`config.mk`:
```
export PLATFORM = sky130hd
export DESIGN_NAME = fifo_burst_reader
export DESIGN_NICKNAME = d
export VERILOG_FILES = /design/src/rtl/fifo_burst_reader.sv
export SDC_FILE = /design/constraint.sdc
export NUM_CORES = 1
export LEC_CHECK = 0
export CAP_MARGIN = 20
export CORE_MARGIN = 1.5
export CORE_UTILIZATION = 35
export DETAILED_ROUTE_END_ITERATION = 8
export PLACE_DENSITY = 0.65
export SYNTH_ARGS = -nofsm -noshare
export SYNTH_HDL_FRONTEND = slang
export SYNTH_SLANG_ARGS = --single-unit
```
`constraint.sdc`:
```
create_clock -name clk -period 2.2 [get_ports clk]
set_clock_uncertainty 0.1 [all_clocks]
set_input_delay 0.44 -clock clk [delete_from_list [all_inputs] [get_ports clk]]
set_output_delay 0.44 -clock clk [all_outputs]
set_load 0.02 [all_outputs]
```
`src/rtl/fifo_burst_reader.sv`:
```
// Read-side burst master: pops Len bytes from a 16x8 synchronous FIFO and
// streams them downstream through a 2-entry skid buffer that hides the read latency.
module fifo_burst_reader #(
  parameter int DW = 8,
  parameter int LW = 5
) (
  input  logic          clk,
  input  logic          rst,
  input  logic          Start,
  input  logic [LW-1:0] Len,
  output logic          Busy,
  output logic          Done,
  input  logic          Empty,
  output logic          R_en,
  input  logic [DW-1:0] R_data,
  output logic          O_valid,
  input  logic          O_ready,
  output logic [DW-1:0] O_data
);

  typedef enum logic [1:0] {
    IDLE  = 2'd0,
    RUN   = 2'd1,
    DRAIN = 2'd2
  } state_t;

  state_t        state_q, state_d;
  logic [LW-1:0] rem_q, rem_d;
  logic          infl_q, infl_d;
  logic [1:0]    cnt_q, cnt_d;
  logic          head_q, head_d;
  logic          tail_q, tail_d;
  logic          done_q, done_d;
  logic [DW-1:0] obuf_q [2];

  logic [2:0]    occ;
  logic          xfer;
  logic          pop;

  // Occupancy counts the byte still in flight from the FIFO, so a pop is only
  // issued when a slot is guaranteed to be free by the time its data lands.
  assign occ     = {1'b0, cnt_q} + {2'b00, infl_q};
  assign O_valid = (cnt_q != 2'd0);
  assign O_data  = obuf_q[head_q];
  assign xfer    = O_valid & O_ready;
  assign Busy    = (state_q != IDLE);
  assign Done    = done_q;
  assign R_en    = pop;

  always_comb begin
    pop = (state_q == RUN) && !Empty && (rem_q != '0) &&
          ((occ < 3'd2) || ((occ == 3'd2) && xfer));
  end

  always_comb begin
    infl_d = pop;
    cnt_d  = cnt_q + 2'(infl_q) - 2'(xfer);
    head_d = head_q ^ xfer;
    tail_d = tail_q ^ infl_q;
  end

  always_comb begin
    state_d = state_q;
    rem_d   = rem_q;
    done_d  = 1'b0;
    case (state_q)
      IDLE: begin
        if (Start) begin
          if (Len != '0) begin
            state_d = RUN;
            rem_d   = Len;
          end else begin
            done_d = 1'b1;
          end
        end
      end
      RUN: begin
        if (pop) begin
          rem_d = rem_q - LW'(1);
          if (rem_q == LW'(1)) begin
            state_d = DRAIN;
          end
        end
      end
      DRAIN: begin
        // Leave only once nothing is in flight and the last byte is leaving now.
        if (!infl_q && (cnt_d == 2'd0)) begin
          state_d = IDLE;
          done_d  = 1'b1;
        end
      end
      default: begin
        state_d = IDLE;
      end
    endcase
  end

  always_ff @(posedge clk) begin
    if (!rst) begin
      state_q <= IDLE;
      rem_q   <= '0;
      infl_q  <= 1'b0;
      cnt_q   <= 2'd0;
      head_q  <= 1'b0;
      tail_q  <= 1'b0;
      done_q  <= 1'b0;
    end else begin
      state_q <= state_d;
      rem_q   <= rem_d;
      infl_q  <= infl_d;
      cnt_q   <= cnt_d;
      head_q  <= head_d;
      tail_q  <= tail_d;
      done_q  <= done_d;
    end
  end

  always_ff @(posedge clk) begin
    if (!rst) begin
      obuf_q[0] <= '0;
      obuf_q[1] <= '0;
    end else if (infl_q) begin
      obuf_q[tail_q] <= R_data;
    end
  end

endmodule
```
## Word level (Yosys, flattened, before mapping)

Memory sizes are Yosys's and may differ from the RTL's. A register that Yosys moved wholly into a read port is not among the register bits.
Cells that the tools add are included.

| storage, ports and cells | value |
|---|---|
| RAM bits | 16 |
| register bits | 13 |
| output and inout bits | 12 |
| input port bits | 18 |
| memories | 1 |
| logic and storage cells | 65 |

Memory list:

| memory | words | width | read ports | clocked after Yosys merged registers in | wr ports | RTL line | RTL |
|---|---|---|---|---|---|---|---|
| obuf_q | 2 | 8 | 1 | 1 | 2 | 34 | `logic [DW-1:0] obuf_q [2];` |

| operators by class | value |
|---|---|
| muxes and demuxes | 22 |
| reductions and logical operators | 18 |
| add/subtract/negate cells | 4 |
| bitwise logic cells | 3 |
| eq/ne operators | 9 |
| magnitude comparators | 1 |

Operator list:

| operator | count |
|---|---|
| 5-bit two-way mux | 3 |
| 1-bit two-way mux | 10 |
| 2-bit two-way mux | 5 |
| 5-bit case mux with 2 select lines | 1 |
| 5-bit nonzero test | 2 |
| 8-bit two-way mux | 1 |
| 2-bit != test (second input constant) | 4 |
| 8-bit OR reduction | 1 |
| 2-bit case mux with 3 select lines | 1 |
| 2-bit nonzero test | 3 |
| 5-bit by 1-bit equality test with 1-bit output (second input constant) | 1 |
| 1-bit logical AND | 5 |
| 5-bit AND reduction | 1 |
| 5-bit by 1-bit subtractor with 5-bit output (second input constant) | 1 |
| 2-bit zero test | 2 |
| 4-bit AND reduction | 1 |
| 2-bit by 1-bit adder with 3-bit output | 1 |
| 3-bit by 2-bit equality test with 1-bit output (second input constant) | 1 |
| 3-bit by 2-bit less-than comparator with 1-bit output (second input constant) | 1 |
| 2-bit by 1-bit adder with 2-bit output | 1 |
| 2-bit by 1-bit equality test with 1-bit output (second input constant) | 1 |
| 2-bit equality test (second input constant) | 1 |
| 1-bit zero test | 2 |
| 2-bit by 1-bit != test with 1-bit output (second input constant) | 1 |
| other kinds (5) | 6 |

## Logic depth before layout (Yosys ltp)

Gate-level depths: netlist (run 1).

| depth | value |
|---|---|
| depth after elaboration | 7 |
| mapped depth | 10 |
| gate-level depth less buffers | 10 |

## Least setup slack after synthesis (run 1)

Ideal clock, no wire load.

| path | value |
|---|---|
| path type | register to register |
| from | reg infl_q |
| to | reg rem_q[1] |
| arrival | 1950 ps |
| slack | 28 ps |
| data required time | 1978 ps |
| cell stages (with the launch flop) | 9 |
| path buffers | 1 |
| period minus slack after synthesis | 2172 ps |
| library setup time | 122 ps |
| cells stage by stage | dfxtp_1 > ha_1 > inv_1 > ha_1 > nor4b_4 > o22ai_2 > or4_4 > buf_6 > mux2i_1 |

| between the ends | value |
|---|---|
| cells in the longest elaborated chain, start to end | 7 |
| elaborated cells between the ends (all ways) | 8 |
| those cells by class | add/sub (1); order compare (1); eq/ne (2); reduce/logical (4) |

Ends and longest elaborated chain:

| element | RTL line | RTL |
|---|---|---|
| start: declaration | 29 | `logic infl_q, infl_d;` |
| start signal: assignment | 110 | `infl_q <= infl_d;` |
| 2-bit by 1-bit adder with 3-bit output * | 42 | `assign occ = {1'b0, cnt_q} + {2'b00, infl_q};` |
| parallel branches: the longest is 2 deep, another holds 3-bit by 2-bit less-than comparator with 1-bit output | n/a |  |
| 1-bit logical OR * | 52 | `((occ < 3'd2) \|\| ((occ == 3'd2) && xfer));` |
| 1-bit logical AND * | 51 | `pop = (state_q == RUN) && !Empty && (rem_q != '0) &&` |
| 2-bit != test (no line) * | n/a |  |
| 4-bit AND reduction (no line) * | n/a |  |
| end signal: assignment | 109 | `rem_q <= rem_d;` |
| end: declaration | 28 | `logic [LW-1:0] rem_q, rem_d;` |

Every way passes the cells marked *.
A chain may end at the register's enable or synchronous reset.

## Worst setup path in the final report (run 1)

| path | value |
|---|---|
| from | reg cnt_q[0] |
| to | out R_en |

| between the ends | value |
|---|---|
| cells in the longest elaborated chain, start to end | 5 |
| elaborated cells between the ends (all ways) | 8 |
| those cells by class | add/sub (1); order compare (1); eq/ne (1); bitwise (1); reduce/logical (4) |

Ends and longest elaborated chain:

| element | RTL line | RTL |
|---|---|---|
| start: declaration | 30 | `logic [1:0] cnt_q, cnt_d;` |
| start signal: assignment | 111 | `cnt_q <= cnt_d;` |
| parallel branches: the longest is 3 deep, another holds 2-bit by 1-bit adder with 3-bit output | n/a |  |
| 1-bit logical OR * | 52 |  |
| 1-bit logical AND * | 51 |  |
| end: declaration | 14 | `output logic R_en,` |

Marked as above.

==> summary.txt, run 1 <==
Setup path
  • Critical Path, Cell by Cell: ha_4, inv_4, ha_4, nor4b_4, o21ai_2, nor2_2, buf_6
  • Most used cell, CP: ha_4
  • Critical path launch point type: flop
  • CP Max Fanout: 2
  • Worst path max stage delay: 0.35 ns
  • WP buf/inv: 2
  • Worst Path Arrival: 1.70 ns
  • CP Class: reg -> out
  • Crit path required time: 1.66 ns
  • Worst path slowest cell: dfxtp_2
  • CP delay by family, top: adder cells
  • Crit end category: output pin

Logic synthesis
  • Sequential fraction of the synthesis area: 47.1%
  • Syn Area/Cell: 10.3 um^2
  • Syn_nets: 183
  • Unique masters post-synth: 37
  • Mapped cell area: 1610 um^2
  • Synth Register Bits: 30
  • Syn. warnings: 0
  • Post-synth EDFFs: 16
  • Async set or reset register ratio after synthesis: 0%
  • Main flop type after synthesis: edfxtp_1
  • Cells after Synth: 157

Detailed routing
  • ANT nets after route: 0
  • Pre-antenna DRT Iters: 4
  • Routed WL: 3640 um
  • Wire per inst: 13.7 um
  • 1st-iter DRT viols: 69
  • Mean number of vias per cell: 4.97
  • DR vias: 1,317
  • DRC Markers: 0

Clock network
  • TritonCTS buffer count: 5
  • Clock Tree Buf Depth: 2
  • CTS tree: yes
  • Clk root buf: clkbuf_8
  • # clock sinks: 30
  • Hold Buf Count CTS: 0
  • Later-pin clock latency in the skew report: 0.27 ns
  • CTS HTree Levels: 2
  • CTS clock-pin slew for the worst setup and hold paths: 0.06 ns

Final layout
  • # nets final: 238
  • Diodes inserted: 0
  • Post-layout util: 53.3%
  • Non-filler cells in the finished layout: 265
  • Layout cells sized above 1: 31.5%
  • Syn-to-layout area delta: 44.7%
  • Final instance area: 2340 um^2

Die
  • Total core area: 4380 um^2
  • # rows: 24
  • Boundary Pins: 30
  • Die ar.: 5030 um^2
  • Starting density of the core: 36.8%
  • Die W: 70.9 um
  • Die H: 70.9 um

Power and ir drop
  • Leakage: 0.945 nW
  • Power density over the cells: 950 nW/um^2
  • VDD IR max: 451 uV
  • Total power: 2.22 mW

Status
  • Failing checks: setup timing
  • Status: finished with violations

Worst hold path
  • Tightest Hold Check Type: reg -> reg

Place
  • Placer congestion estimate: 0.870
  • IO buf count: 29
  • Placed Area: 2100 um^2
  • DP HPWL: 2620 um
  • Setup WS pre-CTS: -0.500 ns
  • Dpl cells: 254

Timing
  • Final Setup Violations: 1
  • Tmin final: 2.24 ns
  • Final-report max-slew violation count: 0
  • Period utilization: 102%
  • Worst-Margin Slew: 0.432 ns
  • Fmax: 447 MHz
  • Final-report hold violation count: 0
  • Fin worst setup slack: -0.0388 ns
  • RSZ-0062 raised after global routing: true
  • Slew HR: 71.1%

GRT
  • GRT Util Overall: 15.0%
  • Total grt overflow: 0
  • Global-route wire length before repair: 5970 um
  • Initial antenna violation count: 0
  • Vias in the first global route: 1,349
  • Pin count of the biggest net entering global routing: 20

Job
  • Max-cap violations: 0
-- cells in the mapped netlist, drive strengths merged (2+ instances only) --
library cell	count	area share (%)
nor2b	2	0.78
inv	11	2.6
nand2	18	4.2
a21oi	5	1.6
nand3	3	0.93
nor4b	2	2.0
nor3	3	1.2
dfxtp	14	17
o21ai	4	1.5
mux2	8	5.6
ha	8	6.2
nand2b	2	0.78
o211ai	2	0.93
edfxtp	16	30
o22ai	5	3.1
nor2	6	1.4
and2	22	8.5
nor4	5	1.9
xnor2	3	1.6
clkbuf	5	1.2
or4	2	1.2
-- logic make-up after synthesis --
| kind of cell | after synthesis | share of synthesized area, % |
|---|---|---|
| flip-flops | 30 | 47.1 |
| multiplexers | 9 | 6.20 |
| XOR/XNOR | 4 | 2.17 |
| AO/OA/AOI/OAI | 18 | 8.06 |
| AND/OR/NAND/NOR | 71 | 25.8 |
| buffers and inverters | 17 | 4.42 |
| adder cells (fa/ha/maj) | 8 | 6.20 |
-- path summary, 6_finish.rpt --
| kind | from | endpoint | slack (ns) | cells past startpoint |
|---|---|---|---|---|
| max | cnt_q[0] | R_en | -0.04 | 7 |
| min | rem_q[4] | rem_q[4] | 0.37 | 2 |
| max reg2reg | cnt_q[1] | state_q[1] | 0.01 | 12 |
| min reg2reg | rem_q[4] | rem_q[4] | 0.37 | 2 |
-- stage by stage --
step / hold WS (ns) / TNS (ns)
5_1_grt: 0.397 / -0.204
2_1_floorplan: 0.347 / 0
6_report: 0.373 / -0.0388
3_3_place_gp: 0.367 / -1.77
3_5_place_dp: 0.363 / -2.16
4_1_cts: 0.377 / -0.159
-- worst min-delay path, stage by stage (launching register included) --
cell	delay, ns
dfxtp_1	0.31
nand2_1	0.05
o22ai_1	0.06
-- sequential cells by signal, summed over array words and instances (netlist names), named ones only --
signal   count
Done         1
state_q      2
infl_q       1
head_q       1
tail_q       1
cnt_q        2
rem_q        5
obuf_q      16
-- final cells by class --
cell class	instances	area, um^2
tap	52	65.1
sequential	30	771
clock inverter	2	10.0
timing repair buffer	54	485
multi-input combinational	110	886
clock buffer	6	72.6
fill	395	2050
inverter	11	46.3
-- power by group --
part	total (mW)	switching (mW)	internal, mW
clock network	0.417	0.199	0.219
logic	1.05	0.467	0.587
registers	0.749	0.0709	0.678
-- metal layers --
layer | routed length [um] | track usage (%)
met4 | 51 | 4.61
met3 | 226 | 4.84
met5 | 0 | 0
met2 | 1780 | 26.5
met1 | 1580 | 17.4
-- cell usage in the layout, fill, tap and decap left out, types with 3 or more instances in the layout --
cell and instances:
clkbuf_8 5, mux2_2 8, clkdlybuf4s50_1 27, inv_1 8, dfxtp_1 10, ha_1 3, nand3_1 3, nand2_1 18
nor4_1 4, ha_4 4, edfxtp_1 16, nor2_1 5, a21oi_1 5, o22ai_2 3, buf_4 23, buf_6 3
and2_1 22
-- what timing repair did --
| item | CTS | global route |
|---|---|---|
| endpoints found under the setup margin | 11 | 16 |
| buffers inserted | 3 | 1 |
| pin swaps | 6 | 11 |
| gates resized for setup | 18 | 18 |
(Power assumes the default switching activity.)
==> run 2, diff against run 1 <==
--- a/config.mk
+++ b/config.mk
@@ -9,7 +9,9 @@
 export CORE_MARGIN = 1.5
 export CORE_UTILIZATION = 35
 export DETAILED_ROUTE_END_ITERATION = 8
+export GPL_ROUTABILITY_DRIVEN = 0
 export PLACE_DENSITY = 0.65
+export SKIP_CTS_REPAIR_TIMING = 1
 export SYNTH_ARGS = -nofsm -noshare
 export SYNTH_HDL_FRONTEND = slang
 export SYNTH_SLANG_ARGS = --single-unit
==> summary.txt, run 2 (synthesis gave the netlist of run 1 again) <==
Status
  • Status: finished with violations (unchanged)
  • Failing checks: setup timing (unchanged)

Detailed routing
  • Mean number of vias per cell: 4.97 (about the same)
  • 1st-iter DRT viols: 85 (was 69)
  • DR vias: 1,316 (was 1,317)
  • Pre-antenna DRT Iters: 4 (unchanged)
  • DRC Markers: 0 (unchanged)
  • Wire per inst: 13.9 um (was 13.7 um)
  • ANT nets after route: 0 (unchanged)
  • Routed WL: 3670 um (was 3640 um)

Die
  • # rows: 24 (unchanged)
  • Die W: 70.9 um (unchanged)
  • Boundary Pins: 30 (unchanged)
  • Starting density of the core: 36.8% (unchanged)
  • Total core area: 4380 um^2 (unchanged)
  • Die H: 70.9 um (unchanged)
  • Die ar.: 5030 um^2 (unchanged)

Power and ir drop
  • Leakage: 0.957 nW (was 0.945 nW)
  • VDD IR max: 470 uV (was 451 uV)
  • Power density over the cells: 938 nW/um^2 (was 950 nW/um^2)
  • Total power: 2.20 mW (was 2.22 mW)

Setup path
  • Worst path slowest cell: dfxtp_2 (unchanged)
  • Crit end category: flop (was output pin)
  • Internal reg-to-reg setup slack: -0.04 ns (was 0.01 ns)
  • Worst path max stage delay: 0.34 ns (was 0.35 ns)
  • Worst Setup SP: cnt_q[1] (was cnt_q[0])
  • Critical Path, Cell by Cell: buf_6, o21ai_4, buf_6, inv_2, ha_4, inv_2, ha_4, xnor2_2, xnor2_2, nor3_2, nor4bb_1, a41o_1 (was ha_4, inv_4, ha_4, nor4b_4, o21ai_2, nor2_2, buf_6)
  • CP endpoint: state_q[1] (was R_en)
  • CP Depth: 12 (was 7)
  • CP Class: reg -> reg (was reg -> out)
  • R2r worst-path depth: 12 (unchanged)
  • Worst R2R End: state_q[1] (unchanged)
  • WP buf/inv: 4 (was 2)
  • Crit path required time: 2.32 ns (was 1.66 ns)
  • CP delay by family, top: adder cells (unchanged)
  • Worst Path Arrival: 2.36 ns (was 1.70 ns)
  • Critical path launch point type: flop (unchanged)
  • R2r startpoint: cnt_q[1] (unchanged)
  • CP Max Fanout: 3 (was 2)

Final layout
  • Area occupied by multi-input gates: 891 um^2 (was 886 um^2)
  • Most common cell after layout, fill and taps aside: clkdlybuf4s50_1 (unchanged)
  • Syn-to-layout area delta: 45.2% (was 44.7%)
  • Sequential cell area: 771 um^2 (unchanged)
  • # nets final: 238 (unchanged)
  • Fill cells: 387 (was 395)
  • Final instance area: 2340 um^2 (about the same)
  • Largest registers: obuf_q: 16 flops, rem_q: 5 flops (unchanged)
  • Layout cells sized above 1: 32.4% (was 31.5%)
  • Diodes inserted: 0 (unchanged)
  • Number of flip-flops in the largest register: 16 (unchanged)
  • Most frequent cells in the layout: 27 x clkdlybuf4s50_1, 22 x and2_1, 22 x buf_4 (was 27 x clkdlybuf4s50_1, 23 x buf_4, 22 x and2_1)
  • Top reg by flops: obuf_q (unchanged)

Clock network
  • CTS tree: yes (unchanged)
  • CTS HTree Levels: 2 (unchanged)
  • CTS clock-pin slew for the worst setup and hold paths: 0.06 ns (about the same)
  • Clk root buf: clkbuf_8 (unchanged)
  • Later-pin clock latency in the skew report: 0.27 ns (about the same)
  • # clock sinks: 30 (unchanged)
  • TritonCTS buffer count: 5 (unchanged)
  • Clock Tree Buf Depth: 2 (unchanged)

Worst hold path
  • Beginning of the worst hold path: rem_q[4] (unchanged)
  • Tightest Hold Check Type: reg -> reg (unchanged)

GRT
  • GRT Util Overall: 14.7% (was 15.0%)
  • Met3 GRT Util: 4.84% (unchanged)
  • Top Usage Layer GRT: met2 (unchanged)
  • Pin count of the biggest net entering global routing: 20 (unchanged)
  • Met2 usage: 26.4% (was 26.5%)
  • Total grt overflow: 0 (unchanged)
  • Global-route wire length before repair: 5850 um (was 5970 um)
  • Vias in the first global route: 1,345 (was 1,349)
  • Met1 usage: 16.5% (was 17.4%)
  • Initial antenna violation count: 0 (unchanged)

Timing
  • Final Setup Violations: 2 (was 1)
  • Period utilization: 102% (about the same)
  • Tmin final: 2.24 ns (about the same)
  • TNS Setup: -0.0756 ns (was -0.0388 ns)
  • Fmax: 447 MHz (about the same)
  • Fin worst setup slack: -0.0387 ns (was -0.0388 ns)
  • Final-report max-slew violation count: 0 (unchanged)
  • Final-report hold violation count: 0 (unchanged)
  • Slew HR: 69.7% (was 71.1%)
  • RSZ-0062 raised after global routing: true (unchanged)
  • Worst-Margin Slew: 0.452 ns (was 0.432 ns)

Place
  • DP HPWL: 2620 um (unchanged)
  • Placed Area: 2100 um^2 (unchanged)
  • IO buf count: 29 (unchanged)
  • Setup WS pre-CTS: -0.500 ns (unchanged)

Job
  • Max-cap violations: 0 (unchanged)
[run 2: cell types whose count changed in the layout (fill, tap and decap cells not counted), moves of 2 or more]
cell    delta
inv_4      -2
nor4_2     +2
inv_2      +2
nor4_1     -2
[run 2: routing by layer]
layer | vias up | routed length [um]
met1 | 614 | 1610
met2 | 37 | 1780
met3 | 8 | 225
met4 | 0 | 51
li1 | 657 | -
met5 | - | 0
[run 2: stage by stage]
stage | instances | util (%) | hold slack, ns
floorplan | 157 | - | 0.347
global placement | 254 | 48.0 | 0.367
detailed placement | 254 | 48.0 | 0.363
CTS | 262 | 49.9 | 0.377
global route | 265 | 53.5 | 0.398
finish | 265 | 53.5 | 0.374
[run 2: worst min path at each step]
stage | to | depth (start not counted)
2_1_floorplan | rem_q[4] | 2
3_5_place_dp | rem_q[4] | 2
6_report | rem_q[4] | 2
3_3_place_gp | rem_q[4] | 2
5_1_grt | rem_q[4] | 2
4_1_cts | rem_q[4] | 2
[run 2: where the power goes]
| part | total, mW | leakage, nW | switching [mW] | internal, mW |
|---|---|---|---|---|
| sequential | 0.751 | 0.283 | 0.0726 | 0.678 |
| clock | 0.417 | 0.0450 | 0.198 | 0.219 |
| combinational | 1.03 | 0.630 | 0.460 | 0.570 |
| total | 2.20 | 0.957 | 0.731 | 1.47 |
[run 2: final cells by class]
type                            instances  area share [%]
Clock buffer                            6            3.10
Clock inverter                          2           0.427
Inverter                               11            1.76
Multi-Input combinational cell        110            38.0
Sequential cell                        30            32.9
Tap cell                               52            2.78
Timing Repair Buffer                   54            21.0
[run 2: worst reg2reg max path: stages (launching register included)]
cell and delay [ns]:
dfxtp_2 0.34, buf_6 0.12, o21ai_4 0.15, buf_6 0.12, inv_2 0.04, ha_4 0.25, inv_2 0.04, ha_4 0.15
xnor2_2 0.14, xnor2_2 0.21, nor3_2 0.08, nor4bb_1 0.32, a41o_1 0.13
==> patch 1, RTL diff (config.mk and constraints of run 1) <==
Make the reset (`rst`) asynchronous in 2 clocked blocks.
--- a/src/rtl/fifo_burst_reader.sv
+++ b/src/rtl/fifo_burst_reader.sv
@@ -97,3 +97,3 @@
 
-  always_ff @(posedge clk) begin
+  always_ff @(posedge clk or negedge rst) begin
     if (!rst) begin
@@ -117,3 +117,3 @@
 
-  always_ff @(posedge clk) begin
+  always_ff @(posedge clk or negedge rst) begin
     if (!rst) begin
Check against the original RTL: differs if rst is asserted again (counterexample within 4 cycles, from zero or initial values and one cycle with rst low); with rst held inactive, the same outputs for 10 cycles.
==> patch 1 against run 1 <==
  * The flow still finishes with violations (setup timing)
  * Setup slack worse by 0.38 ns
  * Critical path depth is 1 higher
  * Via count is 11% lower
  * Cell area is 3.2% lower
  * Area after synthesis is 6.4% lower
  * Sequential cell count is 1 lower
  * Sequential power is 27% higher
  * Clock power is 37% higher
  * Wire length is 5.8% lower
  * Total power is 58% higher
==> patch 1: results (changes against run 1) <==
{
  "placement": {
    "pre_cts_ws": {"value": -0.733, "unit": "ns", "change": "-0.232 ns"},
    "place_inst": {"value": 219, "change": "-14%"},
    "detailed_place_hpwl": {"value": 2270, "unit": "um", "change": "-13%"},
    "detailed_place.area": {"value": 1950, "unit": "um^2", "change": "-7.5%"}
  },
  "routing": {
    "detailedRoute.firstIterationViolations": {"value": 52, "change": "-25%"},
    "met2WireLength": {"value": 1700, "unit": "um", "change": "-4.5%"},
    "route.met3.wl": {"value": 205, "unit": "um", "change": "-9.3%"},
    "drtPass1Iterations": {"value": 5, "change": "+1"},
    "postRouteWirelength": {"value": 3430, "unit": "um", "change": "-5.8%"},
    "wl_met1": {"value": 1470, "unit": "um", "change": "-7.1%"}
  },
  "synthesis": {
    "post_synth_most_frequent_cells": "29 x dfrtp_1, 24 x mux2_2, 10 x ha_1, 10 x nor2_1",
    "ys_async_sr_fraction": {"value": 1.00, "change": "+1.00"},
    "mappedNetlistNets": {"value": 161, "change": "-12%"},
    "fraction_of_the_yosys_area_taken_by_sequential_cells": {"value": 0.480, "change": "+0.00881"}
  },
  "finish": {
    "design.final.nets": {"value": 213, "change": "-11%"},
    "postLayoutCoreUtil": {"value": 0.553, "change": "+0.0205"},
    "layoutNonFillerInstCount": {"value": 236, "change": "-11%"},
    "post_route_cells_drive_above_1_share": {"value": 0.425, "change": "+0.110"}
  },
  "global_routing": {
    "first_global_vias": {"value": 1170, "change": "-13%"},
    "globalRouteTotalUtil": {"value": 0.162, "change": "+0.0118"},
    "maximum_number_of_pins_on_one_net_before_global_route_repair": {"value": 30, "change": "+50%"},
    "met2_usage": {"value": 0.286, "change": "+0.0213"}
  },
  "timing": {
    "setup_violations": {"value": 6, "change": "+5"},
    "slew_headroom": {"value": 0.726, "change": "+0.0155"},
    "layout_setup_ws": {"value": -0.416, "unit": "ns", "change": "-0.377 ns"},
    "finalSetupTns": {"value": -1.62, "unit": "ns", "change": "-1.59 ns"}
  },
  "worst_setup_path": {
    "critical_path.max_stage_delay": {"value": 0.47, "unit": "ns", "change": "+0.12 ns"},
    "cp_top_family": "simple AND/OR/NAND/NOR gates",
    "critical_path.slowest_cell": "or4b_4",
    "worstPathArrival": {"value": 2.08, "unit": "ns", "change": "+0.38 ns"}
  },
  "status": {
    "run_status": "finished with violations",
    "violations": "setup timing"
  },
  "power_and_ir_drop": {
    "static_leakage": {"value": 0.999, "unit": "nW", "change": "+5.7%"}
  }
}
[patch 1: power groups by stage]
stage	registers (mW)	clock network, mW	logic (mW)
6_report	0.951	0.573	1.99
4_1_cts	0.948	0.585	1.90
3_3_place_gp	0.956	0	1.58
3_5_place_dp	0.976	0	1.63
2_1_floorplan	0.904	0	1.05
5_1_grt	0.990	0.612	2.16
[patch 1: what timing repair did]
action,CTS,global route
setup endpoints to repair,16,10
setup buffers,9,2
pin swaps,16,10
gates resized for setup,41,9
[patch 1: path summary, 6_finish.rpt]
kind / startpoint / end / slack [ns] / cells past startpoint
min in group asynchronous: rst / obuf_q[7] / 0.45 / 2
worst max register to register: infl_q / rem_q[0] / -0.27 / 10
max in group asynchronous: rst / state_q[0] / 1.25 / 2
worst min register to register: obuf_q[2] / obuf_q[2] / 0.40 / 1
worst min-delay path: obuf_q[2] / obuf_q[2] / 0.40 / 1
worst max-delay path: infl_q / R_en / -0.42 / 8
[patch 1: cell type report]
cell class	instances	share of cell area
flip-flops and latches	29	0.322
clock inverters	1	0.0133
inverters	9	0.0149
multi-input cells	90	0.377
clock buffers	7	0.0382
repair buffers	50	0.207
well taps	50	0.0277
[patch 1: kinds of logic (layout without fill, tap and decap cells)]
| family | count (synthesis) | count (layout) | share of synthesized area |
|---|---|---|---|
| multiplexers | 24 | 24 | 0.179 |
| flip-flops | 29 | 29 | 0.480 |
| AO/OA/AOI/OAI | 21 | 21 | 0.0820 |
| XOR/XNOR | 3 | 3 | 0.0174 |
| adder cells (fa/ha/maj) | 10 | 10 | 0.0828 |
| buffers and inverters | 14 | 67 | 0.0348 |
| AND/OR/NAND/NOR | 32 | 32 | 0.124 |
==> patch 2, RTL diff (settings of run 1) <==
Without the edit above. The parameter `DW` goes from 8 to 12.
--- a/src/rtl/fifo_burst_reader.sv
+++ b/src/rtl/fifo_burst_reader.sv
@@ -3,3 +3,3 @@
 module fifo_burst_reader #(
-  parameter int DW = 8,
+  parameter int DW = 12,
   parameter int LW = 5
Ports: changed (resized O_data and R_data); port bits go from 30 to 38. No check against the original RTL was run, so the function may have changed too.
==> patch 2 against run 1 <==
  * Setup slack better by 0.094 ns
  * Register-to-register slack better by 0.08 ns
  * Total power is 3.7% higher
  * Core utilization is 3.2 points lower
  * Critical path depth is 1 lower
  * Global-route usage is 2.6 points lower
  * Wire length is 5.2% lower
  * Cell area is 12% higher
  * Clock power is 42% higher
  * Area after synthesis is 20% higher
  * Sequential cell count is 8 higher
  * Largest power group is now registers
==> patch 2: results (changes against run 1) <==
{
  "clock_tree": {
    "clk-insertion-delay-late": {"value": 0.29, "unit": "ns", "change": "+0.02 ns"}
  },
  "placement": {
    "place_inst": {"value": 278, "change": "+9.4%"},
    "detailed_place_hpwl": {"value": 2450, "unit": "um", "change": "-6.3%"}
  },
  "finish": {
    "number_of_logic_inverters_in_the_finished_layout": {"value": 10, "change": "-1"},
    "n_multi_input_combinational_cell": {"value": 107, "change": "-2.7%"},
    "n_fill_cell": {"value": 497, "change": "+26%"},
    "multi_input_area_share": {"value": 0.342, "change": "-0.0375"},
    "seqAreaFraction": {"value": 0.382, "change": "+0.0523"},
    "largestRegisters": "obuf_q: 24 flops, rem_q: 5 flops",
    "design.final.nets": {"value": 245, "change": "+2.9%"}
  },
  "worst_setup_path": {
    "r2r-end": "Done",
    "reg2reg_setup_slack": {"value": 0.09, "unit": "ns", "change": "+0.08 ns"},
    "worstPathArrival": {"value": 1.60, "unit": "ns", "change": "-0.10 ns"}
  },
  "routing": {
    "detailedRoute.firstIterationViolations": {"value": 30, "change": "-57%"},
    "route.met3.wl": {"value": 146, "unit": "um", "change": "-35%"},
    "met2WireLength": {"value": 1690, "unit": "um", "change": "-5.1%"},
    "drt-wirelength-per-cell": {"value": 12.1, "unit": "um", "change": "-12%"}
  },
  "global_routing": {
    "grt_pass1_wl": {"value": 5690, "unit": "um", "change": "-4.6%"}
  },
  "synthesis": {
    "synth.area.top_cells": "edfxtp_1 37%, dfxtp_1 14%, and2_1 9.7%",
    "post_synth_most_frequent_cells": "30 x and2_1, 24 x edfxtp_1, 14 x dfxtp_1, 12 x mux2_2, 11 x nand2_1",
    "number_of_flops_mapped_to_enable_cells_by_yosys": {"value": 24, "change": "+8"},
    "syn_area_per_cell": {"value": 12.1, "unit": "um^2", "change": "+17%"},
    "synth_xor_xnor_area_share": {"value": 0.0348, "change": "+0.0131"},
    "yosys.area_share.adder": {"value": 0.0516, "change": "-0.0104"},
    "ys_types": {"value": 40, "change": "+8.1%"}
  },
  "min_path": {
    "hold-path-endpoint": "rem_q[1]"
  },
  "power_and_ir_drop": {
    "power.density": {"value": 877, "unit": "nW/um^2", "change": "-7.7%"},
    "comb_power_share": {"value": 0.358, "change": "-0.117"},
    "internal-power": {"value": 1.61, "unit": "mW", "change": "+8.9%"},
    "powerClk": {"value": 0.593, "unit": "mW", "change": "+42%"}
  },
  "status": {
    "run_status": "completed"
  }
}
==> patch 2: cell count changes in the layout (fill, tap and decap cells not counted), sizes merged, moves of 3 or more <==
cell,run 1,this run
buf,26,17
dlygate4sd2,1,12
nor4,5,2
nor2,6,1
nand3,3,0
edfxtp,16,24
o22ai,5,0
a21oi,5,2
mux2,8,12
nand2,18,11
mux2i,1,6
clkdlybuf4s50,27,24
and2,22,30
==> patch 2: cell families after synthesis <==
group / after synthesis
compound gates: 20
xor+xnor: 6
fa+ha+maj: 8
buf+inv: 16
flops: 38
mux: 18
simple gates: 55
==> patch 2: stage by stage <==
step	total power, mW	hold WS (ns)	utilization	worst slack, ns
2_1_floorplan	1.39	0.352	-	0.291
3_3_place_gp	1.75	0.369	0.479	-0.286
3_5_place_dp	1.75	0.375	0.479	-0.301
4_1_cts	2.31	0.387	0.497	0.0171
5_1_grt	2.43	0.419	0.501	-0.0761
6_report	2.30	0.384	0.501	0.0554
==> patch 2: worst max path at each step <==
| stage | startpoint | to | slack, ns | cells after the start |
|---|---|---|---|---|
| 2_1_floorplan | infl_q | obuf_q[0][0] | 0.29 | 2 |
| 3_3_place_gp | O_ready | R_en | -0.29 | 5 |
| 3_5_place_dp | O_ready | R_en | -0.30 | 5 |
| 4_1_cts | O_ready | Done | 0.02 | 10 |
| 5_1_grt | O_ready | Done | -0.08 | 10 |
| 6_report | infl_q | R_en | 0.06 | 6 |
==> patch 2: timing repair <==
item / CTS / global route
hold buffers: 0 / 0
endpoints found under the setup margin: 13 / 3
resized for setup: 16 / 6
gates cloned: 0 / 0
==> patch 2: metal layers <==
layer,GRT usage,vias to the layer above
met4,0.0636,0
li1,-,671
met3,0.0306,6
met5,0,-
met2,0.198,28
met1,0.155,603
